## src/rtl/usb_tx_pkt_ctrl.sv

```systemverilog
// usb_tx_pkt_ctrl: USB TX packet sequencer.
// Sends one packet as inter-packet gap, SYNC, PID, FIFO payload, optional
// CRC16, then EOP, handshaking with the gap timer, the byte shifter and the
// EOP encoder.
// Optional feature macro: TX_CRC16_EN appends a CRC16 over the payload.
// All outputs are registered. Each output register is loaded from the value
// the FSM computes for the state it is entering. A strobe for a state entry
// therefore shows up in the first cycle of that state.
module usb_tx_pkt_ctrl #(
  parameter int         MAX_BYTES = 64,
  parameter logic [7:0] SYNC_BYTE = 8'h80
) (
  input  logic       clk,
  input  logic       n_rst,
  input  logic       tx_start,
  input  logic       short_gap,
  input  logic [3:0] tx_pid,
  input  logic [6:0] tx_size,
  input  logic [7:0] fifo_data,
  input  logic       fifo_empty,
  input  logic       byte_done,
  input  logic       eop_done,
  input  logic       bits54,
  output logic       enable_timer_bits54,
  output logic       enable_timer_bits52,
  output logic       fifo_pop,
  output logic       load_byte,
  output logic [7:0] tx_byte,
  output logic       send_eop,
  output logic       tx_busy,
  output logic       tx_done,
  output logic       tx_error
);

  typedef enum logic [2:0] {
    ST_IDLE = 3'd0,
    ST_GAP  = 3'd1,
    ST_SYNC = 3'd2,
    ST_PID  = 3'd3,
    ST_DATA = 3'd4,
    ST_EOP  = 3'd5
`ifdef TX_CRC16_EN
    ,
    ST_CRC  = 3'd6
`endif
  } state_t;

  localparam logic [7:0] MAX_SIZE = 8'(MAX_BYTES);

`ifdef TX_CRC16_EN
  // USB CRC16 (poly 0x8005), processed LSB first in reflected form (0xA001).
  function automatic logic [15:0] crc16_byte(input logic [15:0] crc_in,
                                             input logic [7:0]  data);
    logic [15:0] c;
    logic        fb;
    c = crc_in;
    for (int i = 0; i < 8; i++) begin
      fb = c[0] ^ data[i];
      c  = {1'b0, c[15:1]};
      if (fb) begin
        c = c ^ 16'hA001;
      end else begin
        c = c;
      end
    end
    return c;
  endfunction
`endif

  state_t     r_state, w_state;
  logic [3:0] r_pid, w_pid;
  logic [6:0] r_size, w_size;
  logic       r_short, w_short;
  logic [6:0] r_count, w_count;
  logic       r_err, w_err;
  logic       r_en54, w_en54;
  logic       r_en52, w_en52;
  logic       r_pop, w_pop;
  logic       r_load, w_load;
  logic [7:0] r_tx_byte, w_tx_byte;
  logic       r_send_eop, w_send_eop;
  logic       r_busy, w_busy;
  logic       r_done, w_done;
  logic       r_error, w_error;
  logic       w_byte_ack;
  logic       w_fetch;
  logic       w_finish;
`ifdef TX_CRC16_EN
  logic [15:0] r_crc, w_crc;
  logic        r_crc_idx, w_crc_idx;
`endif

  // Next-state and next-output logic for the packet sequencer.
  always_comb begin
    w_state    = r_state;
    w_pid      = r_pid;
    w_size     = r_size;
    w_short    = r_short;
    w_count    = r_count;
    w_err      = r_err;
    w_load     = 1'b0;
    w_tx_byte  = r_tx_byte;
    w_pop      = 1'b0;
    w_done     = 1'b0;
    w_error    = 1'b0;
    w_fetch    = 1'b0;
    w_finish   = 1'b0;
`ifdef TX_CRC16_EN
    w_crc      = r_crc;
    w_crc_idx  = r_crc_idx;
`endif
    // A byte_done in the same cycle as our own load cannot belong to it.
    w_byte_ack = byte_done & ~r_load;

    case (r_state)
      ST_IDLE: begin
        if (tx_start) begin
          if ({1'b0, tx_size} > MAX_SIZE) begin
            w_error = 1'b1;
          end else begin
            w_state = ST_GAP;
            w_pid   = tx_pid;
            w_size  = tx_size;
            w_short = short_gap;
            w_count = 7'd0;
            w_err   = 1'b0;
`ifdef TX_CRC16_EN
            w_crc   = 16'hFFFF;
`endif
          end
        end else begin
          w_state = ST_IDLE;
        end
      end
      ST_GAP: begin
        if (bits54) begin
          w_state   = ST_SYNC;
          w_load    = 1'b1;
          w_tx_byte = SYNC_BYTE;
        end else begin
          w_state = ST_GAP;
        end
      end
      ST_SYNC: begin
        if (w_byte_ack) begin
          w_state   = ST_PID;
          w_load    = 1'b1;
          w_tx_byte = {~r_pid, r_pid};
        end else begin
          w_state = ST_SYNC;
        end
      end
      ST_PID: begin
        if (w_byte_ack) begin
          if (r_size == 7'd0) begin
            w_finish = 1'b1;
          end else begin
            w_fetch = 1'b1;
          end
        end else begin
          w_state = ST_PID;
        end
      end
      ST_DATA: begin
        if (w_byte_ack) begin
          if (r_count == r_size) begin
            w_finish = 1'b1;
          end else begin
            w_fetch = 1'b1;
          end
        end else begin
          w_state = ST_DATA;
        end
      end
`ifdef TX_CRC16_EN
      ST_CRC: begin
        if (w_byte_ack) begin
          if (r_crc_idx == 1'b0) begin
            w_load    = 1'b1;
            w_tx_byte = ~r_crc[15:8];
            w_crc_idx = 1'b1;
          end else begin
            w_state = ST_EOP;
          end
        end else begin
          w_state = ST_CRC;
        end
      end
`endif
      ST_EOP: begin
        if (eop_done) begin
          w_state = ST_IDLE;
          w_done  = ~r_err;
        end else begin
          w_state = ST_EOP;
        end
      end
      default: begin
        w_state = ST_IDLE;
      end
    endcase

    // Shared handling: fetch the next payload byte, or close the payload.
    case ({w_fetch, w_finish})
      2'b10: begin
        if (fifo_empty) begin
          w_error = 1'b1;
          w_err   = 1'b1;
          w_state = ST_EOP;
        end else begin
          w_state   = ST_DATA;
          w_pop     = 1'b1;
          w_load    = 1'b1;
          w_tx_byte = fifo_data;
          w_count   = r_count + 7'd1;
`ifdef TX_CRC16_EN
          w_crc     = crc16_byte(r_crc, fifo_data);
`endif
        end
      end
      2'b01: begin
`ifdef TX_CRC16_EN
        w_state   = ST_CRC;
        w_load    = 1'b1;
        w_tx_byte = ~r_crc[7:0];
        w_crc_idx = 1'b0;
`else
        w_state   = ST_EOP;
`endif
      end
      default: begin
        w_state = w_state;
      end
    endcase

    // Level outputs follow the state being entered.
    w_en54     = (w_state == ST_GAP) & ~w_short;
    w_en52     = (w_state == ST_GAP) & w_short;
    w_send_eop = (w_state == ST_EOP);
    w_busy     = (w_state != ST_IDLE);
  end

  // State, packet context and registered outputs.
  always_ff @(posedge clk) begin
    if (n_rst) begin
      r_state    <= ST_IDLE;
      r_pid      <= 4'h0;
      r_size     <= 7'd0;
      r_short    <= 1'b0;
      r_count    <= 7'd0;
      r_err      <= 1'b0;
      r_en54     <= 1'b0;
      r_en52     <= 1'b0;
      r_pop      <= 1'b0;
      r_load     <= 1'b0;
      r_tx_byte  <= 8'h00;
      r_send_eop <= 1'b0;
      r_busy     <= 1'b0;
      r_done     <= 1'b0;
      r_error    <= 1'b0;
`ifdef TX_CRC16_EN
      r_crc      <= 16'hFFFF;
      r_crc_idx  <= 1'b0;
`endif
    end else begin
      r_state    <= w_state;
      r_pid      <= w_pid;
      r_size     <= w_size;
      r_short    <= w_short;
      r_count    <= w_count;
      r_err      <= w_err;
      r_en54     <= w_en54;
      r_en52     <= w_en52;
      r_pop      <= w_pop;
      r_load     <= w_load;
      r_tx_byte  <= w_tx_byte;
      r_send_eop <= w_send_eop;
      r_busy     <= w_busy;
      r_done     <= w_done;
      r_error    <= w_error;
`ifdef TX_CRC16_EN
      r_crc      <= w_crc;
      r_crc_idx  <= w_crc_idx;
`endif
    end
  end

  assign enable_timer_bits54 = r_en54;
  assign enable_timer_bits52 = r_en52;
  assign fifo_pop            = r_pop;
  assign load_byte           = r_load;
  assign tx_byte             = r_tx_byte;
  assign send_eop            = r_send_eop;
  assign tx_busy             = r_busy;
  assign tx_done             = r_done;
  assign tx_error            = r_error;

endmodule

```

## config.mk

```make
export PLATFORM = sky130hd
export DESIGN_NAME = usb_tx_pkt_ctrl
export DESIGN_NICKNAME = d
export VERILOG_FILES = /design/src/rtl/usb_tx_pkt_ctrl.sv
export SDC_FILE = /design/constraint.sdc
export NUM_CORES = 1
export LEC_CHECK = 0
export ABC_AREA = 1
export CORE_MARGIN = 2
export CORE_UTILIZATION = 35
export CTS_BUF_LIST = sky130_fd_sc_hd__clkbuf_8
export DETAILED_ROUTE_END_ITERATION = 8
export GPL_ROUTABILITY_DRIVEN = 0
export PLACE_DENSITY_LB_ADDON = 0.12
export REMOVE_ABC_BUFFERS = 1
export SYNTH_ARGS = -nofsm -noshare
export SYNTH_HDL_FRONTEND = slang
export SYNTH_SLANG_ARGS = --single-unit
```

## constraint.sdc

```tcl
create_clock -name clk -period 2.6 [get_ports clk]
set_input_delay 0.65 -clock clk [delete_from_list [all_inputs] [get_ports clk]]
set_output_delay 0.65 -clock clk [all_outputs]
set_load 0.03 [all_outputs]
```

# --- After elaboration in Yosys (flattened, before gate mapping) ---
# Cells that the tools add are included.
totals:
  regBits: 39
  output_inout_bits: 16
  word_cells: 93
  input_bits: 27
op_classes:
  n_bitwise: 11
  mux: 49
  n_eq_ne: 10
  reduce_logical: 6
  add_sub_neg: 1
  order_cmp: 1
op_table:
  columns: ["op", "n"]
  rows:
  - ["two-way mux 7 bit", 5]
  - ["two-way mux 8 bit", 4]
  - ["two-way mux 1 bit", 28]
  - ["case mux 3 bit (6 select lines)", 1]
  - ["case mux 8 bit (2 select lines)", 1]
  - ["two-way mux 3 bit", 5]
  - ["equality test 3 bit (second input constant)", 3]
  - ["adder 7 x 1 -> 7 bit (second input constant)", 1]
  - ["equality test 7 bit", 1]
  - ["greater-than comparator 7 bit (second input constant)", 1]
  - ["logical NOT 7 bit", 1]
  - ["inverter 1 bit", 7]
  - ["equality test 3 x 1 -> 1 bit (second input constant)", 2]
  - ["equality test 3 x 2 -> 1 bit (second input constant)", 2]
  - ["case mux 1 bit (2 select lines)", 3]
  - ["case mux 3 bit (2 select lines)", 1]
  - ["inverter 4 bit", 1]
  - ["bitwise AND 1 bit", 3]
  - ["logical NOT 3 bit", 1]
  - ["AND reduction 3 bit", 1]
  - ["nonzero test 3 bit", 1]
  - ["OR reduction 3 bit", 1]
  - ["equality test 2 x 1 -> 1 bit (second input constant)", 1]
  - ["equality test 2 bit (second input constant)", 1]
  - ["2 further kinds", 2]

# --- Depth between registers and ports, before layout ---
# Gate-level depths: netlist of the first run.
logic_depth:
  depth_word: 8
  ltp_mapped: 14
  depth_no_buf: 14

# --- Worst setup path after synthesis of the first run ---
# OpenSTA, ideal clock, no wires.
synth_timing:
  path_type: "input port to flip-flop"
  startpoint: "input byte_done"
  endpoint: "register r_tx_byte[3] (netlist: tx_byte[3])"
  arrival_time_ps: 1970
  setup_slack_ps: 511
  setup_time_ps: 119
  t_required_ps: 2481
  stages: 11
  n_path_buf: 1
  path_cell_list: "nand2_1 -> inv_1 -> nand2_1 -> nor2_1 -> ha_1 -> inv_1 -> nor2_4 -> clkinv_1 -> clkbuf_1 -> o21ai_0 -> a21oi_1"
synth_between:
  elab_chain_cells: 5
  word_cells_on_any_way: 12
  cone_classes: "1 x eq/ne; 10 x mux; 1 x bitwise"
synth_lines:
  columns: ["item", "line", "rtl"]
  rows:
  - ["start: declaration", "21", "input logic byte_done,"]
  - ["bitwise AND 1 bit *", "113", "w_byte_ack = byte_done & ~r_load;"]
  - ["two-way mux 1 bit, or another cell as far along", "165", "if (w_byte_ack) begin"]
  - ["case mux 1 bit (2 select lines) / case mux 8 bit (2 select lines) (equally long branches)", "115", "case (r_state)"]
  - ["equality test 2 bit / two-way mux 8 bit (equally long branches)", "204, 206", null]
  - ["two-way mux 8 bit *", "204", "case ({w_fetch, w_finish})"]
  - ["end signal: assignment", "276", "r_tx_byte <= w_tx_byte;"]
  - ["end: declaration", "80", "logic [7:0] r_tx_byte, w_tx_byte;"]
# Mark *: on every way between the ends. The rest lies on a longest branch, timed or not.
# A chain may end at the register's enable or synchronous reset.

# --- Worst setup path after layout of the first run ---
layout_timing:
  startpoint: "register r_state[0]"
  endpoint: "register r_count[1]"
layout_between:
  elab_chain_cells: 4
  word_cells_on_any_way: 9
  cone_classes: "3 x eq/ne; 5 x mux; 1 x reduce/logical"
layout_lines:
  columns: ["item", "line", "rtl"]
  rows:
  - ["start: declaration", "70", "state_t r_state, w_state;"]
  - ["start signal: assignment", "266", "r_state <= w_state;"]
  - ["equality test 3 bit, or another cell as far along", "115", null]
  - ["case mux 1 bit (2 select lines) / two-way mux 7 bit (equally long branches)", "115", null]
  - ["equality test 2 bit / two-way mux 7 bit (equally long branches)", "204, 206", null]
  - ["two-way mux 7 bit *", "204", null]
  - ["end signal: assignment", "270", "r_count <= w_count;"]
  - ["end: declaration", "74", "logic [6:0] r_count, w_count;"]
# Marked as above.

==> impl_metrics.toml, run 1 <==
[status]
outcome = "completed"

[setup_path]
critical_path.top_delay_family = "simple AND/OR/NAND/NOR gates"
end_kind = "flop"
cp_num_cells = 13
crit_buf_inv = 4
cp_max_fo = 18
crit_slowest_cell = "dfxtp_1"
critical_path.startpoint_type = "flop"
worstPathRequired_ns = 2.81
worstPathArrival_ns = 2.40
reg2reg_depth = 13
worst-setup-path-type = "reg -> reg"
path_cells = "inv_1, nand3_1, nor3_1, nand2_1, nand2_1, nand2_1, ha_1, inv_1, nor2_4, clkinv_1, buf_4, nand3_1, o21ai_0"
slowest_delay_ns = 0.35
cp_common_cell = "nand2_1"

[min_path]
hold_class = "reg -> reg"
hold_depth = 1

[grt]
grt_start_max_net_pins = 24
grt_first_pass_wirelength_um = 7060
antenna_found_initial = 0
grt_overflow_total = 0
first_global_vias = 1540
grtUsageTotal = 0.152

[sta]
finalCritPeriodShare = 0.841
tns_ns = 0
rsz0062_at_grt = "false"
setup_viol = 0
timing.final.crit_period_ns = 2.19
fin_skew_ns = 0.00689
worstMarginPinSlew_ns = 0.649
hold_viol = 0
fin_ws_ns = 0.413
maxSlewHeadroom = 0.567
max_freq_mhz = 457
slew_viol_final = 0

[floorplanning]
die_w_um = 75.9
rows = 26
die_area_um2 = 5760
die_h_um = 75.9
start_util = 0.359
ios = 43
core_um2 = 5040

[layout]
antenna_cells = 0
nFillCells = 512
area_growth_syn_to_layout_pct = 35.9
drive_above_1_share = 0.0853
layout.nets = 322

[clock_network]
htreeDepth = 2
cts_buffer_depth = 2
cts_tree = "done"
cts_setup_buffers = 0
path_clk_slew_ns = 0.08
postCtsHoldBufs = 0
cts-root-buf = "clkbuf_8"
cts_num_sinks = 39
cts_buffers = 5
clock_latency_ns = 0.30
cts_resized = 0

[logic_synthesis]
ys_seq_area_frac = 0.431
syn_area_um2 = 1810
ys.warnings.count = 0
synth_cell_types = 32
postSynthAreaPerCell_um2 = 7.45
synth_seq_cells = 39
syn_inst = 243

[detailed_routing]
vias = 1705
wl_per_cell_um = 11.4
dr.pass1.iters = 4
drtIter0Drc = 73
vias_per_cell = 4.70
wl_um = 4140
route.detailed.drc = 0
postRouteAntennaNets = 0

[run]
maxCapViolations = 0

[power_and_ir_drop]
leakage_nw = 0.974
powerDensity_nw_per_um2 = 601
irDropWorstVdd_uv = 254

[placement]
portBuffers = 42
dp_hpwl_um = 3040
dp_slack_ns = 0.164
state kept, by name, indices dropped and copies added, names as in the netlist:
name and cells:
r_pid 4, r_short 1, r_err 1, tx_done 1, fifo_pop 1, load_byte 1
r_state 3, enable_timer_bits54 1, r_size 7, tx_error 1, tx_byte 8, enable_timer_bits52 1
tx_busy 1, send_eop 1, r_count 7
cells in the mapped netlist (all sizes together):
| library cell | n | share of area |
|---|---|---|
| nand3 | 25 | 0.075 |
| nor4 | 1 | 0.0035 |
| dfxtp | 39 | 0.43 |
| mux2i | 1 | 0.0055 |
| clkinv | 1 | 0.0021 |
| a31oi | 7 | 0.024 |
| nor2 | 22 | 0.054 |
| o21ai | 17 | 0.047 |
| inv | 29 | 0.060 |
| a21oi | 21 | 0.058 |
| nor3 | 7 | 0.026 |
| o221ai | 1 | 0.0048 |
| xor2 | 3 | 0.015 |
| buf | 3 | 0.013 |
| xnor2 | 5 | 0.024 |
| nor3b | 1 | 0.0041 |
| ha | 3 | 0.021 |
| nand2 | 50 | 0.11 |
| clkbuf | 3 | 0.0062 |
| nand4 | 1 | 0.0035 |
| o22ai | 2 | 0.0069 |
| o211ai | 1 | 0.0041 |
cell type report:
cell class	count	area [um^2]	area share
multi-input cells	168	882	0.358
flip-flops and latches	39	781	0.317
repair buffers	48	465	0.189
inverters	30	113	0.0458
well taps	70	87.6	0.0356
clock buffers	5	68.8	0.0280
clock inverters	3	63.8	0.0259
layer usage:
layer,GRT usage,vias up,share of wire
met1,0.197,751,0.48
li1,-,899,-
met2,0.244,50,0.45
met4,0.0545,0,0.012
met5,0,-,0
met3,0.0440,5,0.065
path summary, 6_finish.rpt:
| kind | endpoint | slack, ns | from |
|---|---|---|---|
| hold / removal | tx_done | 0.42 | r_err |
| setup reg to reg | r_count[1] | 0.41 | r_state[0] |
| setup / recovery | r_count[1] | 0.41 | r_state[0] |
| hold reg to reg | tx_done | 0.42 | r_err |
report_power, final:
part / internal, mW / switching [mW] / leakage (nW)
Sequential: 0.626 / 0.0179 / 0.317
Combinational: 0.105 / 0.127 / 0.588
Clock: 0.380 / 0.224 / 0.0695
Total: 1.11 / 0.369 / 0.974
stage by stage:
step	power (mW)	util	area [um^2]	hold WS, ns	instances
after floorplan	0.785	-	1780	0.398	237
after global placement	0.892	0.462	2330	0.418	355
after detailed placement	0.892	0.462	2330	0.417	355
after CTS	1.49	0.488	2460	0.428	363
after global routing	1.55	0.488	2460	0.448	363
final	1.48	0.488	2460	0.424	363
cell families (layout without fill, tap and decap cells):
group	count (synthesis)	after routing	synth area share
xor gates and xnor gates	8	8	0.0387
muxes	1	1	0.00553
adders and majority gates	3	3	0.0207
DFF	39	39	0.431
AOI/OAI and AO/OA	49	49	0.145
and+or+nand+nor	107	107	0.277
buffers and inverters	36	86	0.0815
placed cells by master, fill, tap and decap left out, types with 2 or more instances in the layout:
cell type,Yosys,final
nand3_2,2,2
nand2_2,3,3
a21oi_1,21,21
o22ai_1,2,2
nand3_1,23,23
xor2_1,3,3
buf_4,1,6
xnor2_1,5,5
nor3_1,6,6
dfxtp_1,39,39
o21ai_0,12,12
bufinv_16,0,2
nor2_2,3,3
ha_1,3,3
clkbuf_8,0,5
a31oi_1,7,7
nor2_1,18,18
o21ai_1,5,5
inv_1,28,29
nand2_1,46,46
clkdlybuf4s50_1,0,42
Power figures use the tool's default switching activity.
==> run 2, diff against run 1 <==
==> constraint.sdc (replaced) <==
create_clock -name clk -period 2.05 [get_ports clk]
set_input_delay 0.5125 -clock clk [delete_from_list [all_inputs] [get_ports clk]]
set_output_delay 0.5125 -clock clk [all_outputs]
set_load 0.03 [all_outputs]
==> impl_metrics.toml, run 2 (synthesized netlist as in run 1, its figures left out) <==
[floorplanning]
start_util = 0.359
core_um2 = 5040
rows = 26
die_w_um = 75.9
die_h_um = 75.9
die_area_um2 = 5760
ios = 43

[layout]
largest_register_ffs = 8
area_growth_syn_to_layout_pct = 44.8
drive_above_1_share = 0.203
instances_no_fill = 376
layout.nets = 335
final_core_util = 0.520
nFillCells = 514
final_cell_mix = "nand2_1, clkdlybuf4s50_1, dfxtp_1"
layout_commonest_cell = "nand2_1"
final_area_um2 = 2620
antenna_cells = 0

[sta]
timing.final.crit_period_ns = 1.86
worstMarginPinSlew_ns = 0.338
hold_viol = 0
max_freq_mhz = 536
fin_skew_ns = 0.0104
maxSlewHeadroom = 0.774
finalCritPeriodShare = 0.910
slew_viol_final = 0
setup_viol = 0

[clock_network]
path_clk_slew_ns = 0.08
cts-root-buf = "clkbuf_8"
cts_num_sinks = 39
htreeDepth = 2
clock_latency_ns = 0.29
postCtsHoldBufs = 0
cts_buffers = 5
cts_tree = "done"
cts_buffer_depth = 2

[setup_path]
worst-setup-path-type = "reg -> reg"
end_kind = "flop"
worstPathArrival_ns = 2.09
r2r_slack_ns = 0.19
cp_max_fo = 4
worstPathRequired_ns = 2.27
reg2reg_depth = 13
reg2reg_to = "r_count[1]"
r2r_start = "r_state[0]"
critical_path.startpoint_type = "flop"

[power_and_ir_drop]
leakage_nw = 1.05
irDropWorstVdd_uv = 362
power_mw = 1.78
powerDensity_nw_per_um2 = 679

[placement]
placed_area_um2 = 2430
portBuffers = 42
place_inst = 368
dp_hpwl_um = 3180

[detailed_routing]
wl_um = 4200
wl_per_cell_um = 11.2
dr.pass1.iters = 4
drtIter0Drc = 48
vias_per_cell = 4.64
vias = 1744
postRouteAntennaNets = 0
route.detailed.drc = 0

[grt]
antenna_found_initial = 0
grt_start_max_net_pins = 18
grt_first_pass_wirelength_um = 7530
first_global_vias = 1683
grtUsageTotal = 0.158
grt_overflow_total = 0

[min_path]
hold_depth = 1
hold_path_startpoint = "r_err"
hold_class = "reg -> reg"
hold_end = "tx_done"

[status]
outcome = "completed"

[run]
maxCapViolations = 0
## run 2: repair_timing
action                     CTS  global route
setup endpoints to repair    0            22
setup buffers                0             0
resized for setup            0            30
## run 2: per-layer routing
metal  routed length [um]  GRT usage
met5                    0          0
met4                   40     0.0436
met3                  236     0.0393
met2                 1970      0.261
met1                 1960      0.207
## run 2: worst max-delay path by stage
stage,endpoint,cells past startpoint,start,slack [ns]
3_3_place_gp,tx_byte[7],12,byte_done,-0.19
3_5_place_dp,tx_byte[7],12,byte_done,-0.22
6_report,r_count[1],13,r_state[0],0.19
5_1_grt,r_count[1],13,r_count[5],-0.04
2_1_floorplan,r_count[2],12,r_state[2],-0.02
4_1_cts,r_count[1],13,r_state[0],0.02
## run 2: metrics by stage
stage,setup WS [ns],setup TNS [ns],hold slack [ns]
global placement,-0.195,-2.86,0.413
detailed placement,-0.220,-3.25,0.415
finish,0.185,0,0.427
CTS,0.0170,0,0.427
global route,-0.0378,-0.185,0.451
floorplan,-0.0170,-0.0170,0.398
## run 2: area by class of cell
class / instances / area (um^2) / area share
Timing Repair Buffer: 61 / 574 / 0.219
Sequential cell: 39 / 792 / 0.302
Clock buffer: 5 / 68.8 / 0.0263
Tap cell: 70 / 87.6 / 0.0334
Clock inverter: 3 / 43.8 / 0.0167
Multi-Input combinational cell: 168 / 942 / 0.359
Inverter: 30 / 113 / 0.0430
## run 2: critical path, cell delays in order, from the launching register on
cell and delay [ns]:
dfxtp_2 0.34, inv_1 0.11, nand3_4 0.12, nor3_2 0.20, nand2_1 0.08, nand2_2 0.09
nand2_1 0.08, ha_2 0.19, inv_1 0.09, nor2_4 0.04, inv_2 0.08, buf_4 0.13
nand3_2 0.10, o21ai_2 0.15
## run 2: where the power goes
part	internal (mW)	switching, mW
Combinational	0.146	0.169
Sequential	0.795	0.0232
Clock	0.363	0.283
